File: config.mk
export PLATFORM = sky130hd
export DESIGN_NAME = instr_cache_2way
export DESIGN_NICKNAME = d
export VERILOG_FILES = /design/src/rtl/instr_cache_2way.sv
export SDC_FILE = /design/constraint.sdc
export NUM_CORES = 2
export LEC_CHECK = 0
export ABC_AREA = 1
export CAP_MARGIN = 0
export CORE_MARGIN = 1
export CORE_UTILIZATION = 60
export DETAILED_ROUTE_END_ITERATION = 8
export PLACE_DENSITY_LB_ADDON = 0.2
export SLEW_MARGIN = 25
export SYNTH_ARGS = -nofsm -noshare
export SYNTH_HDL_FRONTEND = slang
export SYNTH_SLANG_ARGS = --single-unit
File: constraint.sdc
create_clock -name clk -period 15.4 [get_ports clk]
set_clock_uncertainty 0.05 [all_clocks]
set_input_delay 3.08 -clock clk [delete_from_list [all_inputs] [get_ports clk]]
set_output_delay 3.08 -clock clk [all_outputs]
set_load 0.02 [all_outputs]
File: src/rtl/instr_cache_2way.sv
// instr_cache_2way
//   Two-way set-associative, read-only instruction cache for the fetch stage.
//   Each set keeps one LRU bit. Lookup is combinational and uses the virtual
//   index and offset together with the physical tag from the TLB. A miss
//   latches the index, tag and victim way, then holds a registered refill
//   request to the memory arbiter until the line returns. Flush invalidates
//   every line and aborts a refill that is still outstanding.
//
// Ports
//   clk, reset        clock; asynchronous active-high reset
//   petFromProc       fetch request valid
//   virt_address      word address; [OFF+IDX-1:OFF] = index, [OFF-1:0] = offset
//   phys_tag          translated tag
//   flush             invalidate all lines
//   memServiceReady   dataReadFromMem is valid this cycle
//   dataReadFromMem   refill line
//   instructionBits   selected word of the hitting way, 0 when there is no hit
//   isHit             combinational lookup hit
//   addrToArb         {latched tag, latched index, OFF zeros}
//   petitionToArb     registered refill request
//   busy              refill outstanding (MISS state)
//   missCount         saturating miss counter
module instr_cache_2way #(
  parameter int cache_line_width = 256,
  parameter int word_width       = 16,
  parameter int addr_width       = 16,
  parameter int num_sets         = 4,
  parameter int cnt_width        = 16,
  localparam int WORDS = cache_line_width / word_width,
  localparam int OFF   = $clog2(WORDS),
  localparam int IDX   = $clog2(num_sets),
  localparam int TAG   = addr_width - OFF - IDX
) (
  input  logic                        clk,
  input  logic                        reset,
  input  logic                        petFromProc,
  input  logic [addr_width-1:0]       virt_address,
  input  logic [TAG-1:0]              phys_tag,
  input  logic                        flush,
  input  logic                        memServiceReady,
  input  logic [cache_line_width-1:0] dataReadFromMem,
  output logic [word_width-1:0]       instructionBits,
  output logic                        isHit,
  output logic [addr_width-1:0]       addrToArb,
  output logic                        petitionToArb,
  output logic                        busy,
  output logic [cnt_width-1:0]        missCount
);

  typedef enum logic {IDLE, MISS} cacheStateT;

  cacheStateT state, stateNext;

  logic [cache_line_width-1:0] data0 [num_sets];
  logic [cache_line_width-1:0] data1 [num_sets];
  logic [TAG-1:0]              tag0  [num_sets];
  logic [TAG-1:0]              tag1  [num_sets];
  logic [num_sets-1:0]         valid0, valid1;
  logic [num_sets-1:0]         lru;

  logic [IDX-1:0] latchIdx;
  logic [TAG-1:0] latchTag;
  logic           latchVictim;

  logic [IDX-1:0] idx;
  logic [OFF-1:0] off;
  logic           hit0, hit1;
  logic           victimNext;
  logic [cache_line_width-1:0] hitLine;
  logic [word_width-1:0]       hitWord;
  logic           startMiss, doFill, hitUpdate;
  logic           unusedAddrBits;

  assign idx = virt_address[OFF+IDX-1:OFF];
  assign off = virt_address[OFF-1:0];
  assign unusedAddrBits = ^virt_address[addr_width-1:OFF+IDX];

  // Lookup
  assign hit0  = !reset && valid0[idx] && (tag0[idx] == phys_tag);
  assign hit1  = !reset && valid1[idx] && (tag1[idx] == phys_tag);
  assign isHit = hit0 | hit1;

  // Way 0 wins if both ever match.
  assign hitLine = hit0 ? data0[idx] : data1[idx];

  always_comb begin
    hitWord = '0;
    for (int unsigned w = 0; w < WORDS; w++) begin
      if (off == w[OFF-1:0]) hitWord = hitLine[w*word_width +: word_width];
    end
  end

  assign instructionBits = isHit ? hitWord : '0;

  // Prefer an empty way; only evict by LRU when both ways are valid.
  assign victimNext = !valid0[idx] ? 1'b0 :
                      !valid1[idx] ? 1'b1 : lru[idx];

  assign addrToArb = {latchTag, latchIdx, {OFF{1'b0}}};
  assign busy      = (state == MISS);

  // Next-state logic
  always_comb begin
    stateNext = state;
    startMiss = 1'b0;
    doFill    = 1'b0;
    hitUpdate = 1'b0;
    case (state)
      IDLE: begin
        if (petFromProc && !flush) begin
          if (isHit) begin
            hitUpdate = 1'b1;
          end else begin
            startMiss = 1'b1;
            stateNext = MISS;
          end
        end
      end
      MISS: begin
        if (flush) begin
          stateNext = IDLE;
        end else if (memServiceReady) begin
          doFill    = 1'b1;
          stateNext = IDLE;
        end
      end
      default: stateNext = IDLE;
    endcase
  end

  always_ff @(posedge clk or posedge reset) begin
    if (reset) state <= IDLE;
    else       state <= stateNext;
  end

  // Control state: valid/LRU bits, miss latches, request and counter
  always_ff @(posedge clk or posedge reset) begin
    if (reset) begin
      valid0        <= '0;
      valid1        <= '0;
      lru           <= '0;
      latchIdx      <= '0;
      latchTag      <= '0;
      latchVictim   <= 1'b0;
      petitionToArb <= 1'b0;
      missCount     <= '0;
    end else begin
      petitionToArb <= (stateNext == MISS);
      if (flush) begin
        valid0 <= '0;
        valid1 <= '0;
        lru    <= '0;
      end else begin
        // A hit on way 0 makes way 1 least recently used, and vice versa.
        if (hitUpdate) lru[idx] <= hit0;
        if (startMiss) begin
          latchIdx    <= idx;
          latchTag    <= phys_tag;
          latchVictim <= victimNext;
          if (missCount != '1) missCount <= missCount + {{(cnt_width-1){1'b0}}, 1'b1};
        end
        if (doFill) begin
          if (latchVictim) valid1[latchIdx] <= 1'b1;
          else             valid0[latchIdx] <= 1'b1;
          lru[latchIdx] <= ~latchVictim;
        end
      end
    end
  end

  // Line and tag storage; guarded by the valid bits, so no reset is needed.
  always_ff @(posedge clk) begin
    if (doFill) begin
      if (latchVictim) begin
        data1[latchIdx] <= dataReadFromMem;
        tag1[latchIdx]  <= latchTag;
      end else begin
        data0[latchIdx] <= dataReadFromMem;
        tag0[latchIdx]  <= latchTag;
      end
    end
  end

endmodule

==> qor.yml <==
floorplan:
  die_h_um: 369.6
  die-area_mm2: 0.1366
  start_util_pct: 60.59
  rows: 134
  io_pins: 338
  core-area_mm2: 0.1338
  die_w_um: 369.6
yosys:
  synth_cell_types: 40
  syn_inst: 5279
  yosys_warnings: 0
  synth_compound_area_share_pct: 11.64
  ys_seq_elements: 2170
  syn_avg_cell_area_um2: 15.36
  synth-xor-area-share_pct: 0.1621
  synthArstFlopShare_pct: 1.935
  synthesis.area_mm2: 0.08106
  synth-simple-area-share_pct: 5.706
  ys_seq_area_share_pct: 80.13
  synth_top_family_by_area: "compound AO/OA/AOI/OAI gates"
  muxShareOfSynthArea_pct: 0
  synth-edff-count: 2128
  synthAdderAreaFrac_pct: 0.01543
  ys.flop_type: "edfxtp_1"
global_route:
  grt_pass1_vias: 46370
  track_usage_pct: 28.83
  grt_pass1_wl_um: 292300
  grt_max_degree: 154
  grt_antenna_before_repair: 62
  grt_overflow: 0
min_path:
  min_path_type: "reg2reg"
status:
  status: "finished, violations left"
  failed_checks: "DRC"
timing:
  rsz0062_at_grt: "false"
  whs_ns: 0.4489
  finalCriticalPeriod_ns: 13.08
  worstMarginPinSlew_ns: 1.074
  worst_slack_ns: 2.322
  finalSetupViolations: 0
  finalCritPeriodShare_pct: 84.92
  max_freq_ghz: 0.07647
  report.final.slew_viol_count: 0
  max_slew_margin_pct: 28.39
  finalSetupTns_ns: 0
  finalHoldViolCount: 0
place:
  finalWeightedCongestion: 0.8167
  port_buffers: 323
  placed_cells: 7115
  hpwl_um: 101000
  post-place-ws_ns: 2.414
pwr:
  power.density_mw_per_mm2: 131.0
  p_leak_uw: 0.02990
  power.total_uw: 12130
  vdd.ir_drop.worst_v: 0.0001207
finish:
  layout-drive-gt1-share_pct: 7.407
  most-common-layout-cells: "edfxtp_1 (2128), o22ai_1 (930), nand2_1 (546)"
  final_nets: 5843
  final_common_cell: "edfxtp_1"
  ff_latch_area_mm2: 0.06495
  area.growth.synth_to_final_pct: 14.18
  n_fill_cell: 8751
  multi_input_area_mm2: 0.01432
  final_cell_count_no_fill: 7526
worst_setup_path:
  crit_path_end_kind: "output port"
  crit_required_ns: 12.27
  start_kind: "primary input"
  cp.arrival_ns: 9.95
  cpMaxStageDelayCell: "inv_2"
  critPathMaxFanout: 85
  cpPeakStageDelay_ns: 0.81
  cpMostUsedCell: "nand2_1"
  path_class: "in2out"
routing:
  drt_iter0_drc: 5708
  viasPerCell: 6.416
  drcViolationCount: 44
  drtAntennaViolNets: 0
  vias: 48290
  dr.pass1.iters: 9
  wl_per_cell_um: 26.40
  wl_um: 198700
clock_tree:
  clkSinkCount: 2170
  cts_setup_buffers: 0
  cts-resized-gates: 0
  cts_buffer_depth: 3
  clk-insertion-delay-late_ns: 0.84
  h-tree-depth: 4
  cts_hold_buf: 0
  clk_root_buffer_cell: "clkbuf_16"
  cts_tree: "yes"
  numCtsBuffers: 206
  clkTransAtPathRegs_ns: 0.06
run:
  cap_violations: 0
-- sequential cells by signal, indices dropped and copies added (netlist names) --
signal,flops
tag1,40
lru,4
petitionToArb,1
valid1,4
data0,1024
latchVictim,1
valid0,4
latchIdx,2
data1,1024
tag0,40
missCount,16
latchTag,10
-- per-stage QoR --
stage | instance area [µm²] | util (%)
CTS | 92470 | 69.11
global placement | 85850 | 64.17
detailed placement | 85850 | 64.17
finish | 92560 | 69.18
floorplan | 81090 | -
global route | 92520 | 69.15
-- logic make-up (layout without fill, tap and decap cells) --
logic type      after synthesis  count (layout)
compound gates             1525            1525
xor+xnor                     15              15
fa+ha+maj                     1               1
buf+inv                     405             847
flops                      2170            2170
other cells                   1              38
simple gates               1162            1162
-- final cells by class --
| type | instances | share of cell area, % |
|---|---|---|
| multi-input cells | 2707 | 15.47 |
| flip-flops and latches | 2170 | 70.18 |
| clock buffers | 240 | 5.753 |
| diodes | 34 | 0.09192 |
| well taps | 1768 | 2.390 |
| repair buffers | 411 | 4.454 |
| inverters | 59 | 0.2663 |
| clock inverters | 137 | 1.394 |
-- layer usage --
layer  routed length [µm]  global-route usage [%]  part of all wire (%)  vias up
met2                92660                   43.73                    47     2365
met1                81170                   42.25                    41    24150
li1                     -                       -                     -    21390
met3                19790                   5.928                    10      342
met4                 4758                   9.536                   2.4       50
met5                  326                       0                  0.16        -
-- cell usage after synthesis, drive strengths merged (6+ instances only) --
cell | number | area share [%]
a31oi | 16 | 0.12
a221oi | 7 | 0.076
dlygate4sd1 | 6 | 0.065
nand2 | 551 | 2.6
o21ai | 199 | 1.2
clkbuf | 132 | 0.62
nand3 | 154 | 0.95
nor3 | 21 | 0.13
a21oi | 179 | 1.1
xor2 | 7 | 0.076
xnor2 | 8 | 0.086
o31ai | 160 | 1.6
nor2 | 424 | 2.0
dfrtp | 42 | 1.3
o311ai | 21 | 0.23
buf | 208 | 1.4
edfxtp | 2128 | 79
a22oi | 8 | 0.074
inv | 59 | 0.28
o22ai | 930 | 7.2
-- report_power, final --
group | internal (µW) | total, µW | switching (µW)
Clock | 2790 | 4930 | 2140
Sequential | 6550 | 6580 | 34.1
Combinational | 201 | 618 | 417
Total | 9540 | 12100 | 2590
-- path summary, 6_finish.rpt --
| kind | from | endpoint | slack (ns) | cells after the start |
|---|---|---|---|---|
| setup reg to reg | tag0[3][7] | missCount[7] | 10.32 | 20 |
| setup / recovery | virt_address[4] | instructionBits[5] | 2.32 | 35 |
| hold reg to reg | valid0[0] | valid0[0] | 0.45 | 2 |
| min in group asynchronous | reset | latchTag[6] | 2.80 | 3 |
| hold / removal | valid0[0] | valid0[0] | 0.45 | 2 |
| max in group asynchronous | reset | lru[0] | 12.12 | 3 |
-- critical path: cells and delay by family --
family | cells | cell delay (ns)
AO/OA/AOI/OAI | 3 | 0.59
buffers and inverters | 5 | 2.79
AND/OR/NAND/NOR | 27 | 3.35
Note: power is estimated with default switching activity, not from simulation.
